--- src/rtl/traffic_pkg.sv ---
// rtl/traffic_pkg.sv - shared traffic light types, monitor states and fault codes
package traffic_pkg;

    typedef enum logic [1:0] {
        RED    = 2'd0,
        LEFT   = 2'd1,
        GREEN  = 2'd2,
        YELLOW = 2'd3
    } traffic_light;

    typedef enum logic [2:0] {
        FC_NONE          = 3'd0,
        FC_CONFLICT      = 3'd1,
        FC_ILLEGAL_TRANS = 3'd2,
        FC_SHORT_YELLOW  = 3'd3,
        FC_STALL         = 3'd4
    } fault_code_t;

    typedef enum logic [1:0] {
        ARMING = 2'd0,
        RUN    = 2'd1,
        FAULT  = 2'd2
    } mon_state_t;

    // Holding a colour is always legal; otherwise only the forward colour cycle is allowed.
    function automatic logic legal_transition(traffic_light prev, traffic_light cur);
        logic ok;
        ok = 1'b0;
        if (prev == cur) begin
            ok = 1'b1;
        end else begin
            case (prev)
                RED:     ok = (cur == LEFT) || (cur == GREEN);
                LEFT:    ok = (cur == GREEN);
                GREEN:   ok = (cur == YELLOW);
                YELLOW:  ok = (cur == RED);
                default: ok = 1'b0;
            endcase
        end
        return ok;
    endfunction

endpackage

--- src/rtl/light_safety_monitor_if.sv ---
// rtl/light_safety_monitor_if.sv - controller-side and lamp-side signals of the safety monitor
interface light_safety_monitor_if
    import traffic_pkg::*;
#(
    parameter int CNT_W = 8
);
    traffic_light     north_in;
    traffic_light     south_in;
    traffic_light     east_in;
    traffic_light     west_in;
    logic             fault_clr;
    traffic_light     north_out;
    traffic_light     south_out;
    traffic_light     east_out;
    traffic_light     west_out;
    logic             fault;
    logic [2:0]       fault_code;
    logic [CNT_W-1:0] fault_cnt;

    modport master (
        output north_in, south_in, east_in, west_in, fault_clr,
        input  north_out, south_out, east_out, west_out, fault, fault_code, fault_cnt
    );

    modport slave (
        input  north_in, south_in, east_in, west_in, fault_clr,
        output north_out, south_out, east_out, west_out, fault, fault_code, fault_cnt
    );
endinterface

--- src/rtl/light_dir_check.sv ---
// rtl/light_dir_check.sv - per-direction transition legality and minimum yellow time check
module light_dir_check
    import traffic_pkg::*;
#(
    parameter int MIN_YELLOW = 3
) (
    input  logic         clk,
    input  logic         rst_n,
    input  logic         run,
    input  traffic_light cur,
    input  traffic_light prev,
    output logic         illegal_trans,
    output logic         short_yellow
);
    localparam int YW = $clog2(MIN_YELLOW + 1);
    localparam logic [YW-1:0] YEL_MAX = YW'(MIN_YELLOW);

    // Holds the yellow run length including the previous sample when compared below.
    logic [YW-1:0] yel_cnt;

    always_ff @(posedge clk or negedge rst_n) begin
        if (!rst_n) begin
            yel_cnt <= '0;
        end else if (!run || cur != YELLOW) begin
            yel_cnt <= '0;
        end else if (yel_cnt != YEL_MAX) begin
            yel_cnt <= yel_cnt + 1'b1;
        end
    end

    assign illegal_trans = run && !legal_transition(prev, cur);
    assign short_yellow  = run && (prev == YELLOW) && (cur == RED) && (yel_cnt < YEL_MAX);

endmodule

--- src/rtl/light_safety_monitor.sv ---
// rtl/light_safety_monitor.sv - checks light_fsm outputs and forces all lamps RED on a latched fault
module light_safety_monitor
    import traffic_pkg::*;
#(
    parameter int MIN_YELLOW = 3,
    parameter int MAX_STILL  = 64,
    parameter int CNT_W      = 8
) (
    input logic                   clk,
    input logic                   rst_n,
    light_safety_monitor_if.slave mon
);
    localparam int SW = $clog2(MAX_STILL + 1);
    localparam logic [SW-1:0] STILL_MAX = SW'(MAX_STILL);
    localparam logic [SW-1:0] STILL_TRIP = SW'(MAX_STILL - 1);

    mon_state_t       state, state_next;
    traffic_light     cur [4];
    traffic_light     prev [4];
    traffic_light     lamp_q [4];
    traffic_light     lamp_d [4];
    logic             fault_q, fault_d;
    fault_code_t      code_q, code_d, viol_code;
    logic [CNT_W-1:0] cnt_q, cnt_d;
    logic [SW-1:0]    still_cnt;
    logic [3:0]       illegal_v, short_v;
    logic             run, conflict, unchanged, stall;

    assign run = (state == RUN);

    always_comb begin
        cur[0] = mon.north_in;
        cur[1] = mon.south_in;
        cur[2] = mon.east_in;
        cur[3] = mon.west_in;
    end

    for (genvar d = 0; d < 4; d++) begin : g_dir
        light_dir_check #(.MIN_YELLOW(MIN_YELLOW)) u_dir (
            .clk           (clk),
            .rst_n         (rst_n),
            .run           (run),
            .cur           (cur[d]),
            .prev          (prev[d]),
            .illegal_trans (illegal_v[d]),
            .short_yellow  (short_v[d])
        );
    end

    assign conflict  = ((cur[0] != RED) || (cur[1] != RED)) &&
                       ((cur[2] != RED) || (cur[3] != RED));
    assign unchanged = (cur[0] == prev[0]) && (cur[1] == prev[1]) &&
                       (cur[2] == prev[2]) && (cur[3] == prev[3]);
    // Trips on the sample that would make the unchanged run MAX_STILL long.
    assign stall     = run && unchanged && (still_cnt == STILL_TRIP);

    always_comb begin
        viol_code = FC_NONE;
        if (conflict)        viol_code = FC_CONFLICT;
        else if (|illegal_v) viol_code = FC_ILLEGAL_TRANS;
        else if (|short_v)   viol_code = FC_SHORT_YELLOW;
        else if (stall)      viol_code = FC_STALL;
    end

    always_ff @(posedge clk or negedge rst_n) begin
        if (!rst_n) begin
            still_cnt <= '0;
            for (int d = 0; d < 4; d++) prev[d] <= RED;
        end else begin
            for (int d = 0; d < 4; d++) prev[d] <= cur[d];
            if (!run || !unchanged) begin
                still_cnt <= '0;
            end else if (still_cnt != STILL_MAX) begin
                still_cnt <= still_cnt + 1'b1;
            end
        end
    end

    always_ff @(posedge clk or negedge rst_n) begin
        if (!rst_n) begin
            state <= ARMING;
        end else begin
            state <= state_next;
        end
    end

    always_comb begin
        state_next = state;
        case (state)
            ARMING:  if (unchanged && (cur[0] == RED) && (cur[1] == RED) &&
                         (cur[2] == RED) && (cur[3] == RED)) state_next = RUN;
                     else if ((cur[0] == RED) && (cur[1] == RED) &&
                         (cur[2] == RED) && (cur[3] == RED)) state_next = RUN;
            RUN:     if (viol_code != FC_NONE) state_next = FAULT;
            FAULT:   if (mon.fault_clr) state_next = ARMING;
            default: state_next = ARMING;
        endcase
    end

    // Lamps follow the inputs only when the sample just taken keeps us in RUN.
    always_comb begin
        for (int d = 0; d < 4; d++) lamp_d[d] = (state_next == RUN) ? cur[d] : RED;
        fault_d = (state_next == FAULT);
        code_d  = code_q;
        cnt_d   = cnt_q;
        if (run && viol_code != FC_NONE) begin
            code_d = viol_code;
            cnt_d  = (cnt_q == '1) ? cnt_q : cnt_q + 1'b1;
        end else if (state == FAULT && mon.fault_clr) begin
            code_d = FC_NONE;
        end
    end

    always_ff @(posedge clk or negedge rst_n) begin
        if (!rst_n) begin
            for (int d = 0; d < 4; d++) lamp_q[d] <= RED;
            fault_q <= 1'b0;
            code_q  <= FC_NONE;
            cnt_q   <= '0;
        end else begin
            for (int d = 0; d < 4; d++) lamp_q[d] <= lamp_d[d];
            fault_q <= fault_d;
            code_q  <= code_d;
            cnt_q   <= cnt_d;
        end
    end

    assign mon.north_out  = lamp_q[0];
    assign mon.south_out  = lamp_q[1];
    assign mon.east_out   = lamp_q[2];
    assign mon.west_out   = lamp_q[3];
    assign mon.fault      = fault_q;
    assign mon.fault_code = code_q;
    assign mon.fault_cnt  = cnt_q;

endmodule

--- src/flat_wrapper.sv ---
// flat-port wrapper written by rule: the top's interface ports become plain ports
module light_safety_monitor_flat import traffic_pkg::*;
#(
    parameter int MIN_YELLOW = 3,
    parameter int MAX_STILL  = 64,
    parameter int CNT_W      = 8
)
  (clk, rst_n, mon_north_in, mon_south_in, mon_east_in, mon_west_in, mon_fault_clr, mon_north_out, mon_south_out, mon_east_out, mon_west_out, mon_fault, mon_fault_code, mon_fault_cnt);
  light_safety_monitor_if #(.CNT_W(CNT_W)) mon_i ();
  input logic clk;
  input logic rst_n;
  input wire logic [$bits(mon_i.north_in)-1:0] mon_north_in;
  input wire logic [$bits(mon_i.south_in)-1:0] mon_south_in;
  input wire logic [$bits(mon_i.east_in)-1:0] mon_east_in;
  input wire logic [$bits(mon_i.west_in)-1:0] mon_west_in;
  input wire logic [$bits(mon_i.fault_clr)-1:0] mon_fault_clr;
  output wire logic [$bits(mon_i.north_out)-1:0] mon_north_out;
  output wire logic [$bits(mon_i.south_out)-1:0] mon_south_out;
  output wire logic [$bits(mon_i.east_out)-1:0] mon_east_out;
  output wire logic [$bits(mon_i.west_out)-1:0] mon_west_out;
  output wire logic [$bits(mon_i.fault)-1:0] mon_fault;
  output wire logic [$bits(mon_i.fault_code)-1:0] mon_fault_code;
  output wire logic [$bits(mon_i.fault_cnt)-1:0] mon_fault_cnt;
  assign mon_i.north_in = mon_north_in;
  assign mon_i.south_in = mon_south_in;
  assign mon_i.east_in = mon_east_in;
  assign mon_i.west_in = mon_west_in;
  assign mon_i.fault_clr = mon_fault_clr;
  assign mon_north_out = mon_i.north_out;
  assign mon_south_out = mon_i.south_out;
  assign mon_east_out = mon_i.east_out;
  assign mon_west_out = mon_i.west_out;
  assign mon_fault = mon_i.fault;
  assign mon_fault_code = mon_i.fault_code;
  assign mon_fault_cnt = mon_i.fault_cnt;
  light_safety_monitor #(.MIN_YELLOW(MIN_YELLOW), .MAX_STILL(MAX_STILL), .CNT_W(CNT_W)) u_core (.clk(clk), .rst_n(rst_n), .mon(mon_i));
endmodule
--- config.mk ---
export PLATFORM = sky130hd
export DESIGN_NAME = light_safety_monitor_flat
export DESIGN_NICKNAME = d
export VERILOG_FILES = /design/src/rtl/traffic_pkg.sv /design/src/rtl/light_safety_monitor_if.sv /design/src/rtl/light_dir_check.sv /design/src/rtl/light_safety_monitor.sv /design/src/flat_wrapper.sv
export SDC_FILE = /design/constraint.sdc
export NUM_CORES = 1
export LEC_CHECK = 0
export ABC_AREA = 1
export CAP_MARGIN = 5
export CELL_PAD_IN_SITES_DETAIL_PLACEMENT = 1
export CELL_PAD_IN_SITES_GLOBAL_PLACEMENT = 2
export CORE_MARGIN = 2
export CORE_UTILIZATION = 35
export CTS_BUF_LIST = sky130_fd_sc_hd__clkbuf_8
export CTS_CLUSTER_SIZE = 10
export DETAILED_ROUTE_END_ITERATION = 8
export PLACE_DENSITY_LB_ADDON = 0.25
export SYNTH_ARGS = -nofsm -noshare
export SYNTH_HDL_FRONTEND = slang
export SYNTH_SLANG_ARGS = --single-unit
--- constraint.sdc ---
create_clock -name clk -period 1.9 [get_ports clk]
set_clock_uncertainty 0.05 [all_clocks]
set_input_delay 0.285 -clock clk [delete_from_list [all_inputs] [get_ports clk]]
set_output_delay 0.285 -clock clk [all_outputs]
set_load 0.05 [all_outputs]
Yosys cells after proc, flatten, opt, wreduce, memory -nomap -nowiden. Cells that the tools add are included.

$add $sub $neg: 6. $mul: 0. Div/mod/pow operators: 0. Order comparisons: 4. Equal/unequal tests: 47. Shift-type cells: 0. Muxes and demuxes: 33. Bitwise operators: 1. Reduce and logical (&&, ||, !) cells: 71.

Operators with widths (count): == test 2 bit, second input constant (18); 2-to-1 mux 2 bit (16); logical AND 1 bit (31); == test 2 x 1 -> 1 bit, second input constant (10); nonzero test 2 bit (10); zero test 2 bit (9); 2-to-1 mux 3 bit (6); == test 2 bit (8); != test 2 bit, second input constant (8); case mux 1 bit (4 select lines) (4); 2-to-1 mux 7 bit (2); logical OR 1 bit (11); adder 2 x 1 -> 2 bit, second input constant (4); adder 8 x 1 -> 8 bit, second input constant (1); == test 8 bit, second input constant (1); < comparator 2 bit, second input constant (4); OR reduction 4 bit (2); adder 7 x 1 -> 7 bit, second input constant (1); == test 7 x 6 -> 1 bit, second input constant (1); != test 7 bit, second input constant (1); zero test 1 bit (6); case mux 2 bit (3 select lines) (1); 2-to-1 mux 1 bit (4); nonzero test 3 bit (1); 2 further kinds (2).

Register bits: 45. Latch bits: 0. Memory bits (writable): 0. Memory bits (read-only): 0. Bits of input ports: 11. Output and inout port bits: 20. Logic and storage cells: 179. Memories: 0.

Logic depth before layout (Yosys ltp).
Depth in word-level cells: 15. Mapped depth: 14. Gate-level depth less buffers: 14.

Cells and area by module. From an unflattened synthesis, not the netlist that was laid out.

Cell total of the unflattened synthesis: 346. Area total of the unflattened synthesis: 2720.1 um^2.

By module, submodules not included: light_safety_monitor (times used 1, cells each 214, area an instance 1849.3 um^2, seq. area each 925.9 um^2); light_dir_check (times used 4, cells each 33, area an instance 217.7 um^2, seq. area each 50.0 um^2).

Least setup slack after synthesis. No wires, ideal clock.

Path type: register to register. From: register u_core.cnt_q[0], in the netlist u_core.mon.fault_cnt[0]. To: register u_core.cnt_q[2], in the netlist u_core.mon.fault_cnt[2]. Library setup time: 0.066 ns. Data arrival time: 1.674 ns. Required time: 1.784 ns. Path slack: 0.110 ns. Cell stages (with the launch flop): 8. Period minus slack after synthesis: 1.790 ns. Path through: dfrtp_1 ha_1 nand3_1 nor2_1 nand3_2 nand3_4 nand2_1 nand2_1.

Word-level cells in the longest chain between the ends: 3. Elaborated cells between the ends (all ways): 4.

Ends and longest elaborated chain: start, declared (line light_safety_monitor.sv:24) `logic [CNT_W-1:0] cnt_q, cnt_d;`; start signal, assigned (line light_safety_monitor.sv:124) `cnt_q <= cnt_d;`; branches (longest 3 deep; another with adder 8 x 1 -> 8 bit).

Parallel ways; which one is timed is not known. A chain may end at the register's enable or synchronous reset.

Worst setup path in the final report.
From: register u_core.cnt_q[4], in the netlist u_core.mon.fault_cnt[4]. To: output mon_fault_cnt[4].

RTL lines: end, declared (line flat_wrapper.sv:23) `output wire logic [$bits(mon_i.fault_cnt)-1:0] mon_fault_cnt;`.

No word-level cell between the ends.

==> summary by stage <==
Global route
Global routing consumed, over all layers together, 16.1% of the routing resources. The initial antenna violation count was 0. The wire length of the first global-routing pass is 10,600 um. The via count of the first global-routing pass is between 2,000 and 2,500. The pin count of the biggest net entering global routing is 24. The global route total overflow is 0.

Placed design
The placement-stage cell area is 3230 sq um. During placement, the flow inserted port buffers numbering 30. Detailed placement finished with a half-perimeter wire length of 4620 um. The congestion estimate from routability-driven global placement came to 0.754.

Timing
The number of pins with negative max-slew slack in the final report was 0. The routed design could run at a clock period as short as between 1.5 and 2 ns. The actual transition at the worst max-transition pin is 0.567 ns. Setup violations remaining at the end of the flow were counted as 0.

For the final routed database, the setup TNS stands at 0 ns. The worst pin sits at a relative slew slack of between 60% and 70%. Setup repair after global routing could not meet its margin everywhere. Timing would allow up to 544 MHz. Dividing the final minimum period by the clock period gives 96.7%. The hold violation total from the final report is 0.

Status
The flow ran to the end, and the final reports show no timing, DRC or antenna violations.

Synthesis
A synthesized cell averages 8.55 sq um. After synthesis, the cell types taking the most area are dfrtp_1 (44%), nand2_1 (13%), ha_1 (9.2%). The biggest area contributor in the post-synthesis netlist is dfrtp_1. For this run, the number of Yosys warnings is 0.

The number of nets in the synthesized netlist is 331. Counting flops and latches in the post-synthesis netlist gives 45. The post-synthesis sequential area ratio is 43.8%.

Summed over its instances, the top area cell type makes up between 40% and 50% of the synthesized netlist area. The combined area of all synthesized cells is 2570 sq um. In this run, distinct cell masters in the synthesized netlist total 26.

The gate count after technology mapping is between 300 and 400.

Worst setup path
Counting both buffers and inverters, the worst setup path holds a total of 1. The kind of cell with the highest combined delay on the critical path is buffers and inverters. In this run the number of cells on the critical path is 1. The critical setup path kind is reg -> out. The largest single stage delay on the critical path is 0.81 ns. Among all stages on the critical path, the largest delay is contributed by clkdlybuf4s50_1. The type of element launching the critical path is a register. The number of cells on the worst reg-to-reg path is 13. At the worst endpoint, the required time is 1.56 ns. The highest fanout seen on the critical path is 3. Traced cell by cell, the critical path runs through clkdlybuf4s50_1. STA classifies the critical path endpoint as a primary output. At the worst endpoint, the arrival time is roughly 1.5 ns.

CTS
The clock tree synthesis step divided the H-tree into 2 levels. Counting the buffers created by CTS gives 5. The clock-pin slew on the worst setup and hold paths is 0.08 ns. In this run the deepest clock path goes through 2 buffers.

The root cell of the clock tree is clkbuf_8. The CTS tree is yes. The insertion delay to the later sink of the worst-skew pair is 0.30 ns. The clock net in this run drives a total of between 40 and 50 sinks.

Power and ir drop
The peak ir drop on the vdd network is 0.295 mV. Net switching is approximately 37% of the power. Registers are responsible for around two fifths of the overall power. The power share of the combinational group is 35.7%. The total power density per cell area is 787 nW/um^2. In this run the static leakage power is 1.87 nW.

The analysis attributes to net switching a power of approximately 1.0 mW. The clock network is responsible for 23.8% of the overall power. The internal portion of the total power is 1.75 mW.

Routing
For this run, the detailed router's first-pass iteration total came to 4. After detailed routing, the number of vias per cell comes to 4.62. The count of nets left with antenna violations once routing finished came out at 0. The detailed-route via count is approximately 2,200.

The routed wirelength normalized by instance count is ~13 um. After the first detailed-routing iteration, the DRC count stood at 39. The residual DRC count is 0. The routed design has 6150 um of wire.

Die
The x dimension of the die is approximately 90 um. The initial core utilization is a little over a third. Row generation in the floorplan step produced 31 rows. The die span in y is roughly 90 um.

The overall die area is between 8000 and 9000 sq um. The floorplan step defined a core boundary enclosing 7180 sq um. During I/O placement, the number of pins put on the boundary was 31.

Finish
The top cell types in the final layout, fill and taps aside, are nand2_1 (73), buf_4 (49), dfrtp_1 (45), nor2_1 (24), inv_1 (22). Of the cells placed in the final design, the portion with a size suffix greater than 1 is 30.7%. The most frequent standard cell in the layout excluding fill and tap cells is nand2_1. The repair_antennas step left the layout with diodes totalling 0. The summed area of non-filler cells in the final layout is 3550 sq um. The layout filler cell count is 858. The net count reported at finish is 413.

Compared with the post-synthesis result, the final layout area differs by 38.0%.

Run
Max-cap violations in this run came to 0.

Worst hold path
Along the worst hold path, the cell count comes to 2. In this run the worst hold path is classified as in -> reg.
-- synthesized netlist by cell type --
| master | number |
|---|---|
| nand2_1 | 86 |
| dfrtp_1 | 45 |
| inv_1 | 29 |
| nor2_1 | 27 |
| ha_1 | 19 |
| nand3_1 | 19 |
| xor2_1 | 11 |
| nand4_1 | 10 |
| a21oi_1 | 8 |
| nand2_2 | 8 |
| inv_2 | 7 |
| nand3_2 | 4 |
| nor3_1 | 4 |
| o31ai_1 | 4 |
| nand2_4 | 3 |
| nand3_4 | 2 |
| nor2_4 | 2 |
| o21ai_0 | 2 |
| o21bai_1 | 2 |
| o22a_1 | 2 |
| xnor2_1 | 2 |
| buf_6 | 1 |
| clkbuf_1 | 1 |
| nand4_4 | 1 |
| nor2_8 | 1 |
| nor3b_1 | 1 |
-- logic make-up (layout without fill, tap and decap cells) --
family | count (synthesis) | after routing | share of synthesized area, %
flip-flops | 45 | 45 | 43.8
AND/OR/NAND/NOR | 168 | 168 | 32.3
AO/OA/AOI/OAI | 18 | 18 | 4.38
buffers and inverters | 38 | 121 | 5.84
XOR/XNOR | 13 | 13 | 4.43
adder cells (fa/ha/maj) | 19 | 19 | 9.24
-- sequential cells by signal, indices dropped and copies added (netlist names), 3 cells and up --
name / flops
u_core.mon.fault_code: 3
u_core.g_dir.u_dir.yel_cnt: 8
u_core.mon.fault_cnt: 8
u_core.still_cnt: 7
u_core.prev: 8
-- per-stage QoR --
step	cells	setup WS (ns)	hold WS [ns]	utilization, %	power (mW)
6_report	483	0.0632	0.209	49.5	2.79
5_1_grt	483	-0.0647	0.224	49.5	2.97
4_1_cts	473	0.00369	0.258	47.1	2.78
3_5_place_dp	462	-0.398	0.262	45.0	2.07
3_3_place_gp	462	-0.324	0.255	45.0	2.06
2_1_floorplan	301	0.110	-0.0606	-	1.73
-- layer usage --
| layer | routed length, um | GRT usage [%] | vias to the layer above |
|---|---|---|---|
| li1 | - | - | 1125 |
| met1 | 2710 | 19.7 | 1075 |
| met2 | 3210 | 29.1 | 27 |
| met3 | 157 | 2.85 | 5 |
| met4 | 65 | 4.23 | 0 |
| met5 | 0 | 0 | - |
-- worst paths after layout --
path / slack [ns] / endpoint / start
setup / recovery: 0.06 / mon_fault_cnt[4] / u_core.mon.fault_cnt[4]
hold / removal: 0.21 / u_core.prev[2] / mon_east_in[0]
setup reg to reg: 0.10 / u_core.mon.fault_code[0] / u_core.still_cnt[0]
hold reg to reg: 0.47 / u_core.mon.fault_code[0] / u_core.mon.fault_code[0]
max in group asynchronous: 0.82 / u_core.prev[1] / rst_n
min in group asynchronous: 0.46 / u_core.mon.fault_cnt[3] / rst_n
-- area by class of cell --
| class | count | area (sq um) | area share, % |
|---|---|---|---|
| multi-input cells | 218 | 1390 | 39.2 |
| clock inverters | 1 | 5.00 | 0.141 |
| well taps | 99 | 124 | 3.49 |
| flip-flops and latches | 45 | 1130 | 31.7 |
| inverters | 36 | 135 | 3.81 |
| repair buffers | 77 | 672 | 18.9 |
| clock buffers | 7 | 96.3 | 2.71 |
-- repair_timing --
item / 4_1_cts / 5_1_grt
gates cloned: 0 / 0
endpoints found under the hold margin: 22 / 0
resized for setup: 13 / 34
endpoints found under the setup margin: 9 / 30
buffers inserted: 2 / 10
hold buffers: 1 / 0
pin swaps: 3 / 9
-- power by group through the flow --
| stage | Clock [mW] | Sequential [mW] | Combinational [mW] |
|---|---|---|---|
| after floorplan | 0 | 1.38 | 0.354 |
| after global placement | 0 | 1.15 | 0.909 |
| after detailed placement | 0 | 1.15 | 0.922 |
| after CTS | 0.699 | 1.13 | 0.950 |
| after global routing | 0.736 | 1.15 | 1.09 |
| final | 0.664 | 1.13 | 0.996 |
Power figures use the tool's default switching activity.
